## config.mk

```make
export PLATFORM = sky130hd
export DESIGN_NAME = extensor_pipe
export DESIGN_NICKNAME = d
export VERILOG_FILES = /design/src/rtl/extensor_pipe.sv
export SDC_FILE = /design/constraint.sdc
export NUM_CORES = 1
export LEC_CHECK = 0
export BUFFER_PORTS_ARGS = -buffer_cell sky130_fd_sc_hd__buf_4
export CORE_MARGIN = 1.5
export CORE_UTILIZATION = 30
export CTS_CLUSTER_DIAMETER = 50
export DETAILED_ROUTE_END_ITERATION = 16
export PLACE_DENSITY = 0.43
export SLEW_MARGIN = 20
export SYNTH_ARGS = -nofsm -noshare
export SYNTH_HDL_FRONTEND = slang
export SYNTH_SLANG_ARGS = --single-unit
```

## constraint.sdc

```tcl
create_clock -name clock -period 4.6 [get_ports clock]
set_clock_uncertainty 0.2 [all_clocks]
set_input_delay 0.46 -clock clock [delete_from_list [all_inputs] [get_ports clock]]
set_output_delay 0.46 -clock clock [all_outputs]
set_load 0.01 [all_outputs]
```

## src/rtl/extensor_pipe.sv

```systemverilog
// extensor_pipe: immediate extender feeding a small output FIFO.
// Each accepted request selects a field width, sign- or zero-extends that
// field to DATA_W bits, shifts it left by 0-3 and queues the result. The
// head entry appears on out32/outErr the cycle after it is pushed.
module extensor_pipe #(
  parameter int DATA_W = 32,
  parameter int IMM_W  = 21,
  parameter int DEPTH  = 4
) (
  input  logic                       clock,
  input  logic                       reset,
  input  logic                       inValid,
  output logic                       inReady,
  input  logic [IMM_W-1:0]           immRaw,
  input  logic [2:0]                 selectSize,
  input  logic                       signMode,
  input  logic [1:0]                 shiftAmt,
  output logic                       outValid,
  input  logic                       outReady,
  output logic [DATA_W-1:0]          out32,
  output logic                       outErr,
  output logic [$clog2(DEPTH):0]     occupancy,
  output logic [7:0]                 errCount
);

  localparam int AW = $clog2(DEPTH);
  localparam logic [AW:0] FULL_CNT = (AW+1)'(DEPTH);

  // ---------------------------------------------------------------------
  // Result computation
  // ---------------------------------------------------------------------
  logic [31:0]       field_w;
  logic              sign_bit;
  logic              legal;
  logic              fill_bit;
  logic [DATA_W-1:0] ext_val;
  logic [DATA_W-1:0] new_data;

  // Decode the width code; the sign bit is picked per code so each case
  // uses a constant bit index.
  always_comb begin
    field_w  = 32'd0;
    sign_bit = 1'b0;
    legal    = 1'b1;
    case (selectSize)
      3'b000: begin field_w = 32'd16; sign_bit = immRaw[15]; end
      3'b001: begin field_w = 32'd21; sign_bit = immRaw[20]; end
      3'b010: begin field_w = 32'd9;  sign_bit = immRaw[8];  end
      3'b011: begin field_w = 32'd18; sign_bit = immRaw[17]; end
      3'b100: begin field_w = 32'd12; sign_bit = immRaw[11]; end
      default: legal = 1'b0;
    endcase
  end

  assign fill_bit = signMode & sign_bit;

  // Bits inside the field come from immRaw; everything above is fill.
  generate
    for (genvar gi = 0; gi < DATA_W; gi++) begin : g_ext
      if (gi < IMM_W) begin : g_imm
        assign ext_val[gi] = (32'(gi) < field_w) ? immRaw[gi] : fill_bit;
      end else begin : g_fill
        assign ext_val[gi] = fill_bit;
      end
    end
  endgenerate

  // Illegal codes store a zero result, flagged through the error bit.
  assign new_data = legal ? (ext_val << shiftAmt) : '0;

  // ---------------------------------------------------------------------
  // Output FIFO
  // ---------------------------------------------------------------------
  logic [DATA_W:0] mem [DEPTH];
  logic [AW-1:0]   wr_ptr_reg, wr_ptr_next;
  logic [AW-1:0]   rd_ptr_reg, rd_ptr_next;
  logic [AW:0]     count_reg,  count_next;
  logic [7:0]      err_cnt_reg, err_cnt_next;
  logic            push;
  logic            pop;
  logic [DATA_W:0] head;

  // Ready and valid come only from the registered count.
  assign inReady  = (count_reg != FULL_CNT);
  assign outValid = (count_reg != '0);
  assign push     = inValid & inReady;
  assign pop      = outValid & outReady;

  // Next-state for pointers, occupancy and the saturating error counter.
  always_comb begin
    wr_ptr_next  = wr_ptr_reg;
    rd_ptr_next  = rd_ptr_reg;
    count_next   = count_reg;
    err_cnt_next = err_cnt_reg;
    if (push) begin
      wr_ptr_next = wr_ptr_reg + 1'b1;
    end
    if (pop) begin
      rd_ptr_next = rd_ptr_reg + 1'b1;
    end
    if (push && !pop) begin
      count_next = count_reg + 1'b1;
    end else if (pop && !push) begin
      count_next = count_reg - 1'b1;
    end
    if (push && !legal && (err_cnt_reg != 8'hFF)) begin
      err_cnt_next = err_cnt_reg + 8'd1;
    end
  end

  // Control state register, cleared asynchronously.
  always_ff @(posedge clock or negedge reset) begin
    if (!reset) begin
      wr_ptr_reg  <= '0;
      rd_ptr_reg  <= '0;
      count_reg   <= '0;
      err_cnt_reg <= '0;
    end else begin
      wr_ptr_reg  <= wr_ptr_next;
      rd_ptr_reg  <= rd_ptr_next;
      count_reg   <= count_next;
      err_cnt_reg <= err_cnt_next;
    end
  end

  // Entry storage; contents need no reset because the count gates them.
  always_ff @(posedge clock) begin
    if (push) begin
      mem[wr_ptr_reg] <= {~legal, new_data};
    end
  end

  assign head      = mem[rd_ptr_reg];
  assign out32     = outValid ? head[DATA_W-1:0] : '0;
  assign outErr    = outValid & head[DATA_W];
  assign occupancy = count_reg;
  assign errCount  = err_cnt_reg;

endmodule

```

==> summary.txt, run 1 <==
Timing
  • Tcrit/Tclk final: 62.7%
  • Slew Viols, Final: 0
  • Final setup TNS: 0 ns
  • Setup ws final: 1.72 ns
  • Final setup viols: 0
  • Fmax: 0.347 GHz
  • Slew margin rel.: 39.6%
  • RSZ-0062 raised after global routing: false
  • Minimum clock period: 2.88 ns
  • Final hold vios: 0
  • Slew @ Worst Pin: 0.905 ns

CTS
  • Longest Clk Path Bufs: 2
  • PostCTS Resize Cnt: 0
  • Root buf cell: clkbuf_16
  • TritonCTS clock tree: done
  • Skew-Pair Late Insertion Delay: 0.41 ns
  • H-tree level count: 4
  • Hold buffer count at CTS: 1
  • Worst-path clk slew: 0.05 ns
  • Setup Fix Bufs, Post-CTS: 0
  • TritonCTS Sinks: 119
  • CTS Buf Count: 17

Pwr
  • Switching share of total power: 28.9%
  • Sw Pwr: 1290 uW
  • Comb pwr share: 32.9%
  • Cell Int Power: 3180 uW
  • Clk network pwr share: 30.9%
  • PwrDens: 633 nW/um^2
  • Worst VDD drop: 215 uV
  • Leak pwr: 0.00262 uW
  • Part of the power in registers: 36.2%

Final layout
  • Largest register by flop count: mem
  • Layout area overhead: 23.4%
  • Max reg flops: 104
  • Share of cells above drive strength 1: 34.1%
  • Fillers: 1755
  • Diodes inserted: 0
  • Nets: 480

Die
  • Die height: 141 um
  • Core Region: 18700 sq um
  • Die area: 19900 sq um
  • Initial Utilization: 30.6%
  • # IOs: 77
  • Die width: 141 um
  • Cell Rows: 50

Global routing
  • Largest net degree at the start of global routing: 36
  • Vias in the first global route: 3504
  • GRT overflow: 0
  • GR Util All Layers: 13.8%
  • Initial antenna violation count: 0
  • First-pass GRT wire length: 20.2 mm

Routing
  • Drt wl/cell: 18.8 um
  • Total number of vias: 3383
  • Initial DRC Count: 138
  • Vias per std cell: 4.91
  • Total routed wirelength: 12.9 mm
  • DRC violations left: 0
  • Post-route ant nets: 0
  • First drt pass iteration count: 4

Logic synthesis
  • Yosys top cell area share: 54.5%
  • Area leader, netlist: edfxtp_1
  • Post-synth top flop: edfxtp_1
  • Cells after Synth: 376
  • Yosys cell types: 55
  • Top post-synthesis cells by area: edfxtp_1, mux4_2, dfrtp_1
  • Post-synth EDFFs: 104
  • Syn nets: 414
  • Async set-or-reset flop fraction in the synthesized netlist: 12.6%
  • Yosys warning total: 0
  • Register area share after synthesis: 61.1%
  • Number of synthesized register bits: 119
  • Cell Area, Synth: 5730 sq um
  • Post-synthesis average cell area: 15.2 sq um

Setup path
  • Worst Path Max Fanout: 28
  • Setup crit end kind: output port
  • Critical Path AT: 2.22 ns
  • Critical Path Start Type: flop
  • Crit-path cells: mux4_2, and2_1, buf_4
  • Critical path's slowest cell: dfrtp_4
  • Cell family with most CP delay: flip-flops
  • WP data required: 3.94 ns
  • CP Buf/Inv Count: 1
  • Crit-path max cell delay: 0.81 ns
  • Critical path class: reg2out

Hold path
  • Hold crit path type: in2reg

Placement
  • DP Wirelength: 8.34 mm
  • Post-Place Setup Slack: 1.69 ns
  • # port buffers: 76
  • GPL Wtd Cong: 0.853

Job
  • Max Cap Violations: 0

Run status
  • Outcome: finished clean
-- cells by family (layout without fill, tap and decap cells) --
group                      count (synthesis)  in the layout  share of synthesized area (%)
xor gates and xnor gates                  12             12                           1.83
and+or+nand+nor                           95             95                           9.94
AOI/OAI and AO/OA                         46             46                           5.61
buffers and inverters                     39            118                           3.43
DFF                                      119            119                           61.1
muxes                                     58             58                           16.4
adders and majority gates                  7              7                           1.66
-- worst register-to-register path, stage by stage (launching register included) --
cell and delay [ns]:
dfrtp_1 0.43, or3_1 0.76, nand2_1 0.28, ha_1 0.22, inv_1 0.06, fa_1 0.37, xor2_1 0.15, nor2_1 0.13
xor2_1 0.15
-- worst paths after layout --
path                               startpoint             to  slack (ns)  cells after the start
max in group asynchronous               reset  rd_ptr_reg[0]        3.75                      2
worst max-delay path            rd_ptr_reg[0]      out32[29]        1.72                      3
worst min register to register   occupancy[2]   occupancy[2]        0.31                      1
min in group asynchronous               reset   occupancy[1]        0.25                      2
worst min-delay path                 outReady  rd_ptr_reg[1]        0.16                      3
worst max register to register   occupancy[0]   occupancy[2]        1.78                      8
-- per-stage QoR --
| stage | instances | power, uW | utilization (%) | hold WS [ns] | area (sq um) |
|---|---|---|---|---|---|
| 2_1_floorplan | 376 | 2550 | - | -0.0356 | 5730 |
| 3_3_place_gp | 656 | 3150 | 34.4 | 0.132 | 6440 |
| 3_5_place_dp | 656 | 3170 | 34.4 | 0.134 | 6440 |
| 4_1_cts | 689 | 4570 | 37.8 | 0.137 | 7070 |
| 5_1_grt | 689 | 4740 | 37.8 | 0.173 | 7070 |
| 6_report | 689 | 4480 | 37.8 | 0.158 | 7070 |
-- cells in the final DEF (no fill, tap or decap), types with 4 or more instances in the layout --
cell / n
nor3_1: 8
clkbuf_16: 17
a211oi_1: 11
dfrtp_1: 14
clkinv_2: 4
o22ai_1: 5
and2_1: 29
nand3_1: 5
inv_1: 7
xnor2_1: 4
xor2_1: 8
o21ai_0: 5
a21oi_1: 7
bufinv_16: 5
mux2_2: 9
mux4_2: 28
and3_2: 4
edfxtp_1: 104
ha_1: 6
nand2_1: 10
nor2_1: 12
buf_4: 77
mux2i_1: 21
-- cell usage after synthesis, types with 2 or more instances --
cell       instances
nor3b_1            2
xnor2_1            4
xor2_1             8
nand4b_1           2
nor4_1             2
a21oi_1            7
buf_4             10
mux4_2            28
and2_1            29
nand3_1            5
nor2b_1            3
inv_1              7
o22ai_1            5
buf_2              9
edfxtp_1         104
mux2i_1           21
nor3_1             8
clkbuf_1           9
a311oi_1           2
or3b_1             2
and3_1             5
a31oi_1            3
nand2_1           10
mux2_2             9
nor2_1            12
o2bb2ai_1          3
a211oi_1          11
o21ai_0            5
dfrtp_1           15
or2_2              3
buf_1              2
ha_1               6
nand2b_1           3
-- routing by layer --
metal	vias to the layer above	global-route usage, %	routed length, um
met5	-	0	0
met4	0	4.71	148
met3	10	3.94	587
met2	83	22.2	6370
met1	1703	18.0	5820
li1	1587	-	-
-- layout make-up --
| type | instances | area (sq um) | area share (%) |
|---|---|---|---|
| inverters | 8 | 30.0 | 0.425 |
| multi-input cells | 218 | 2040 | 28.8 |
| flip-flops and latches | 119 | 3500 | 49.5 |
| clock inverters | 12 | 181 | 2.57 |
| clock buffers | 20 | 437 | 6.18 |
| repair buffers | 78 | 588 | 8.32 |
| well taps | 234 | 293 | 4.14 |
-- power by group through the flow --
stage | logic [uW] | registers, uW | clock network [uW]
after floorplan | 993 | 1560 | 0
after global placement | 1510 | 1630 | 0
after detailed placement | 1520 | 1650 | 0
after CTS | 1520 | 1630 | 1420
after global routing | 1610 | 1660 | 1460
final | 1470 | 1620 | 1380
Note: power is estimated with default switching activity, not from simulation.
==> run 2, diff against run 1 <==
==> constraint.sdc (replaced) <==
create_clock -name clock -period 2.7 [get_ports clock]
set_clock_uncertainty 0.2 [all_clocks]
set_input_delay 0.27 -clock clock [delete_from_list [all_inputs] [get_ports clock]]
set_output_delay 0.27 -clock clock [all_outputs]
set_load 0.01 [all_outputs]
==> summary.txt, run 2 (same netlist as run 1, synthesis figures left out) <==
Run status
  • Outcome: finished clean

Timing
  • Minimum clock period: 2.53 ns
  • Tcrit/Tclk final: 93.8%
  • Hold_ws: 0.0482 ns
  • Slew Viols, Final: 0
  • Slew margin rel.: 57.1%
  • Setup ws final: 0.168 ns
  • Final setup viols: 0
  • Final setup TNS: 0 ns
  • Final hold vios: 0
  • RSZ-0062 raised after global routing: false
  • Fmax: 0.395 GHz
  • Slew @ Worst Pin: 0.639 ns

Routing
  • Post-route ant nets: 0
  • Total number of vias: 3443
  • Vias per std cell: 4.91
  • First drt pass iteration count: 4
  • Initial DRC Count: 144
  • Drt wl/cell: 18.8 um
  • Total routed wirelength: 13.2 mm
  • DRC violations left: 0

Setup path
  • Critical Path Start Type: flop
  • CP most frequent cell: buf_4
  • Worst Path Max Fanout: 10
  • Critical Path AT: 2.06 ns
  • Crit-path cells: buf_4, mux4_2, and2_1, buf_4
  • Crit-path max cell delay: 0.55 ns
  • Setup crit end kind: output port
  • Flop-to-flop setup slack: 0.32 ns
  • Critical path class: reg2out
  • Critical path's slowest cell: dfrtp_4
  • FF-to-FF Start: occupancy[0]
  • WP data required: 2.23 ns
  • Capturing point of the worst reg2reg path: occupancy[1]
  • Reg2reg path depth: 6

Placement
  • GPL Wtd Cong: 0.841
  • Cells after DPL: 667
  • Post-Place Setup Slack: 0.320 ns
  • Placed cell areas: 6540 sq um
  • # port buffers: 76
  • DP Wirelength: 8.89 mm

Die
  • Die area: 19900 sq um
  • Initial Utilization: 30.6%
  • # IOs: 77
  • Cell Rows: 50
  • Die height: 141 um
  • Die width: 141 um
  • Core Region: 18700 sq um

Final layout
  • Largest register by flop count: mem
  • Max reg flops: 104
  • Non-Filler Instances: 701
  • Layout area overhead: 25.2%
  • Commonest non-fill, non-tap cell in the layout: edfxtp_1
  • Nets: 492
  • Share of cells above drive strength 1: 35.8%
  • Fillers: 1749
  • Diodes inserted: 0
  • Commonest non-fill, non-tap cells in the layout: edfxtp_1, buf_4, and2_1
  • Finished Cell Area: 7170 sq um

Pwr
  • Part of the power in registers: 34.9%
  • Comb pwr share: 35.5%
  • Worst VDD drop: 381 uV
  • Cell Int Power: 5350 uW
  • Leak pwr: 0.00266 uW
  • PwrDens: 1070 nW/um^2
  • Switching share of total power: 30.2%
  • Sw Pwr: 2310 uW
  • Clk network pwr share: 29.6%

Global routing
  • GRT overflow: 0
  • First-pass GRT wire length: 21.0 mm
  • Initial antenna violation count: 0
  • Vias in the first global route: 3563
  • Largest net degree at the start of global routing: 36
  • GR Util All Layers: 14.2%

CTS
  • TritonCTS Sinks: 119
  • CTS Buf Count: 17
  • Longest Clk Path Bufs: 2
  • Setup Fix Bufs, Post-CTS: 0
  • Skew-Pair Late Insertion Delay: 0.41 ns
  • Root buf cell: clkbuf_16
  • TritonCTS clock tree: done
  • Worst-path clk slew: 0.06 ns
  • H-tree level count: 4

Job
  • Max Cap Violations: 0

Hold path
  • Hold crit path type: in2async
-- run 2: changes by cell type in the layout (fill, tap and decap cells not counted), sizes merged --
cell | previous run | this run
buf | 77 | 88
clkinv | 7 | 6
dlygate4sd3 | 1 | 2
clkinvlp | 0 | 5
clkbuf | 20 | 17
inv | 8 | 9
bufinv | 5 | 3
-- run 2: routing by layer --
| layer | track usage (%) | wire length (um) | part of all wire (%) | vias to the layer above |
|---|---|---|---|---|
| met4 | 5.59 | 187 | 1.4 | 0 |
| li1 | - | - | - | 1625 |
| met3 | 3.91 | 593 | 4.5 | 16 |
| met5 | 0 | 0 | 0 | - |
| met2 | 22.1 | 6210 | 47 | 82 |
| met1 | 18.9 | 6200 | 47 | 1720 |
-- run 2: metrics by stage --
step           util [%]  power, uW
2_1_floorplan         -       4340
3_3_place_gp       35.0       5510
3_5_place_dp       35.0       5510
4_1_cts            38.3       7820
5_1_grt            38.3       8110
6_report           38.3       7660
-- run 2: what timing repair did --
item,4_1_cts,5_1_grt
hold buffers,2,0
setup endpoints to repair,0,4
resized for setup,0,1
endpoints found under the hold margin,17,0
-- run 2: power groups by stage --
stage / sequential, uW / combinational, uW / clock, uW
3_5_place_dp: 2710 / 2800 / 0
3_3_place_gp: 2690 / 2810 / 0
2_1_floorplan: 2650 / 1690 / 0
5_1_grt: 2730 / 2980 / 2410
6_report: 2670 / 2720 / 2270
4_1_cts: 2680 / 2810 / 2330
-- run 2: worst max path at each step --
stage                        from      endpoint  slack [ns]  depth (start not counted)
floorplan            occupancy[0]  occupancy[1]        0.18                          8
global placement     occupancy[0]  occupancy[1]        0.37                          6
detailed placement   occupancy[0]  occupancy[1]        0.32                          6
CTS                 rd_ptr_reg[0]      out32[5]        0.04                          4
global route        rd_ptr_reg[0]      out32[3]        0.06                          4
finish              rd_ptr_reg[0]      out32[5]        0.17                          4
-- run 2: critical path: cells and delay by family, from the launching register on --
family,cells,cell delay (ns)
and+or+nand+nor,1,0.17
buffers and inverters,2,0.39
DFF,1,0.55
muxes,1,0.53
-- run 2: final cells by class --
cell class                 count  area (sq um)  area share [%]
clock buffer                  17           425            5.93
clock inverter                15           180            2.51
inverter                       8          30.0           0.419
multi-input combinational    218          2030            28.4
sequential                   119          3500            48.8
tap                          234           293            4.08
timing repair buffer          90           706            9.84
==> run 3, diff against run 2 <==
--- a/config.mk
+++ b/config.mk
@@ -10,6 +10,7 @@
 export CORE_UTILIZATION = 30
 export CTS_CLUSTER_DIAMETER = 50
 export DETAILED_ROUTE_END_ITERATION = 16
+export MAX_ROUTING_LAYER = met4
 export PLACE_DENSITY = 0.43
 export SLEW_MARGIN = 20
 export SYNTH_ARGS = -nofsm -noshare
==> constraint.sdc (replaced) <==
create_clock -name clock -period 2.7 [get_ports clock]
set_clock_uncertainty 0.2 [all_clocks]
set_input_delay 0.27 -clock clock [delete_from_list [all_inputs] [get_ports clock]]
set_output_delay 0.27 -clock clock [all_outputs]
set_load 0.005 [all_outputs]
==> summary.txt, run 3 (same netlist as run 1, synthesis figures left out) <==
Run status
  • Outcome: finished clean

Final layout
  • Share of cells above drive strength 1: 35.5%
  • Multi-input logic area: 2030 sq um
  • Nets: 493
  • Max reg flops: 104
  • Fillers: 1794
  • Commonest non-fill, non-tap cell in the layout: edfxtp_1
  • Commonest non-fill, non-tap cells in the layout: edfxtp_1, buf_4, and2_1
  • Layout area overhead: 25.2%
  • Sequential cell area: 3500 sq um
  • Largest register by flop count: mem
  • Diodes inserted: 0

CTS
  • TritonCTS clock tree: done
  • Skew-Pair Late Insertion Delay: 0.42 ns
  • Worst-path clk slew: 0.06 ns
  • Longest Clk Path Bufs: 2
  • Root buf cell: clkbuf_16
  • CTS Buf Count: 17
  • H-tree level count: 4
  • TritonCTS Sinks: 119

Routing
  • Total routed wirelength: 13.4 mm
  • Drt wl/cell: 19.1 um
  • DRC violations left: 0
  • Total number of vias: 3446
  • Vias per std cell: 4.91
  • Post-route ant nets: 0
  • First drt pass iteration count: 5
  • Initial DRC Count: 164

Global routing
  • Initial antenna violation count: 0
  • GRT overflow: 0
  • Largest net degree at the start of global routing: 36
  • Vias in the first global route: 3572
  • GR Util All Layers: 14.5%
  • First-pass GRT wire length: 20.6 mm

Setup path
  • Worst Path Max Fanout: 13
  • Critical Path Start Type: flop
  • Critical Path AT: 2.05 ns
  • Setup crit end kind: output port
  • Critical path class: reg2out
  • WP data required: 2.23 ns

Die
  • Die width: 141 um
  • Initial Utilization: 30.6%
  • # IOs: 77
  • Die height: 141 um
  • Cell Rows: 50
  • Die area: 19900 sq um
  • Core Region: 18700 sq um

Placement
  • DP Wirelength: 8.97 mm
  • # port buffers: 76
  • GPL Wtd Cong: 0.850

Timing
  • Final setup TNS: 0 ns
  • Final setup viols: 0
  • Minimum clock period: 2.52 ns
  • Fmax: 0.396 GHz
  • Slew margin rel.: 60.7%
  • Tcrit/Tclk final: 93.5%
  • RSZ-0062 raised after global routing: false
  • Slew Viols, Final: 0
  • Final hold vios: 0
  • Slew @ Worst Pin: 0.590 ns

Pwr
  • Total Power: 7480 uW
  • PwrDens: 1040 nW/um^2
  • Worst VDD drop: 412 uV
  • Leak pwr: 0.00267 uW

Hold path
  • Hold crit path type: in2async

Job
  • Max Cap Violations: 0
==> run 3: per-stage QoR <==
stage	std cells	util [%]	cell area (sq um)	setup WS (ns)	hold slack (ns)
2_1_floorplan	376	-	5730	0.217	-0.226
3_3_place_gp	668	35.1	6560	0.374	-0.0602
3_5_place_dp	668	35.1	6560	0.313	-0.0570
4_1_cts	702	38.3	7170	0.0291	0.0433
5_1_grt	702	38.3	7170	0.0491	0.0652
6_report	702	38.3	7170	0.177	0.0523
==> run 3: report_power, final <==
| group | internal (uW) | total [uW] | switching, uW |
|---|---|---|---|
| clock | 1440 | 2230 | 792 |
| sequential | 2480 | 2720 | 242 |
| combinational | 1430 | 2530 | 1100 |
| total | 5350 | 7480 | 2130 |
==> run 3: final cells by class <==
| class | count | area share [%] |
|---|---|---|
| Tap cell | 234 | 4.08 |
| Multi-Input combinational cell | 218 | 28.4 |
| Sequential cell | 119 | 48.8 |
| Timing Repair Buffer | 91 | 10.1 |
| Inverter | 8 | 0.419 |
| Clock inverter | 14 | 2.20 |
| Clock buffer | 18 | 5.98 |
==> run 3: layer usage <==
metal / up-vias / wire, um / track usage (%)
met5: - / 0 / -
met4: 0 / 101 / 4.71
met3: 8 / 486 / 3.97
met2: 75 / 6620 / 22.8
met1: 1750 / 6180 / 18.3
li1: 1613 / - / -
==> run 3: final timing paths <==
kind | startpoint | endpoint | slack (ns) | cells after the start
setup / recovery | rd_ptr_reg[0] | out32[17] | 0.18 | 4
hold / removal | reset | occupancy[1] | 0.05 | 2
setup reg to reg | occupancy[0] | occupancy[1] | 0.31 | 6
hold reg to reg | occupancy[2] | occupancy[2] | 0.32 | 1
max in group asynchronous | reset | rd_ptr_reg[0] | 2.05 | 2
min in group clock | immRaw[20] | mem[3][23] | 0.08 | 2
==> run 3: what timing repair did <==
action | in CTS | in global routing
hold endpoints to repair | 17 | 0
endpoints found under the setup margin | 0 | 8
hold buffers | 2 | 0
gates resized for setup | 0 | 1
setup buffers | 0 | 0
==> run 3: worst max-delay path, stage by stage, from the launching register on <==
cell and delay, ns:
dfrtp_4 0.57, buf_12 0.21, mux4_2 0.52, and2_1 0.18
buf_4 0.13
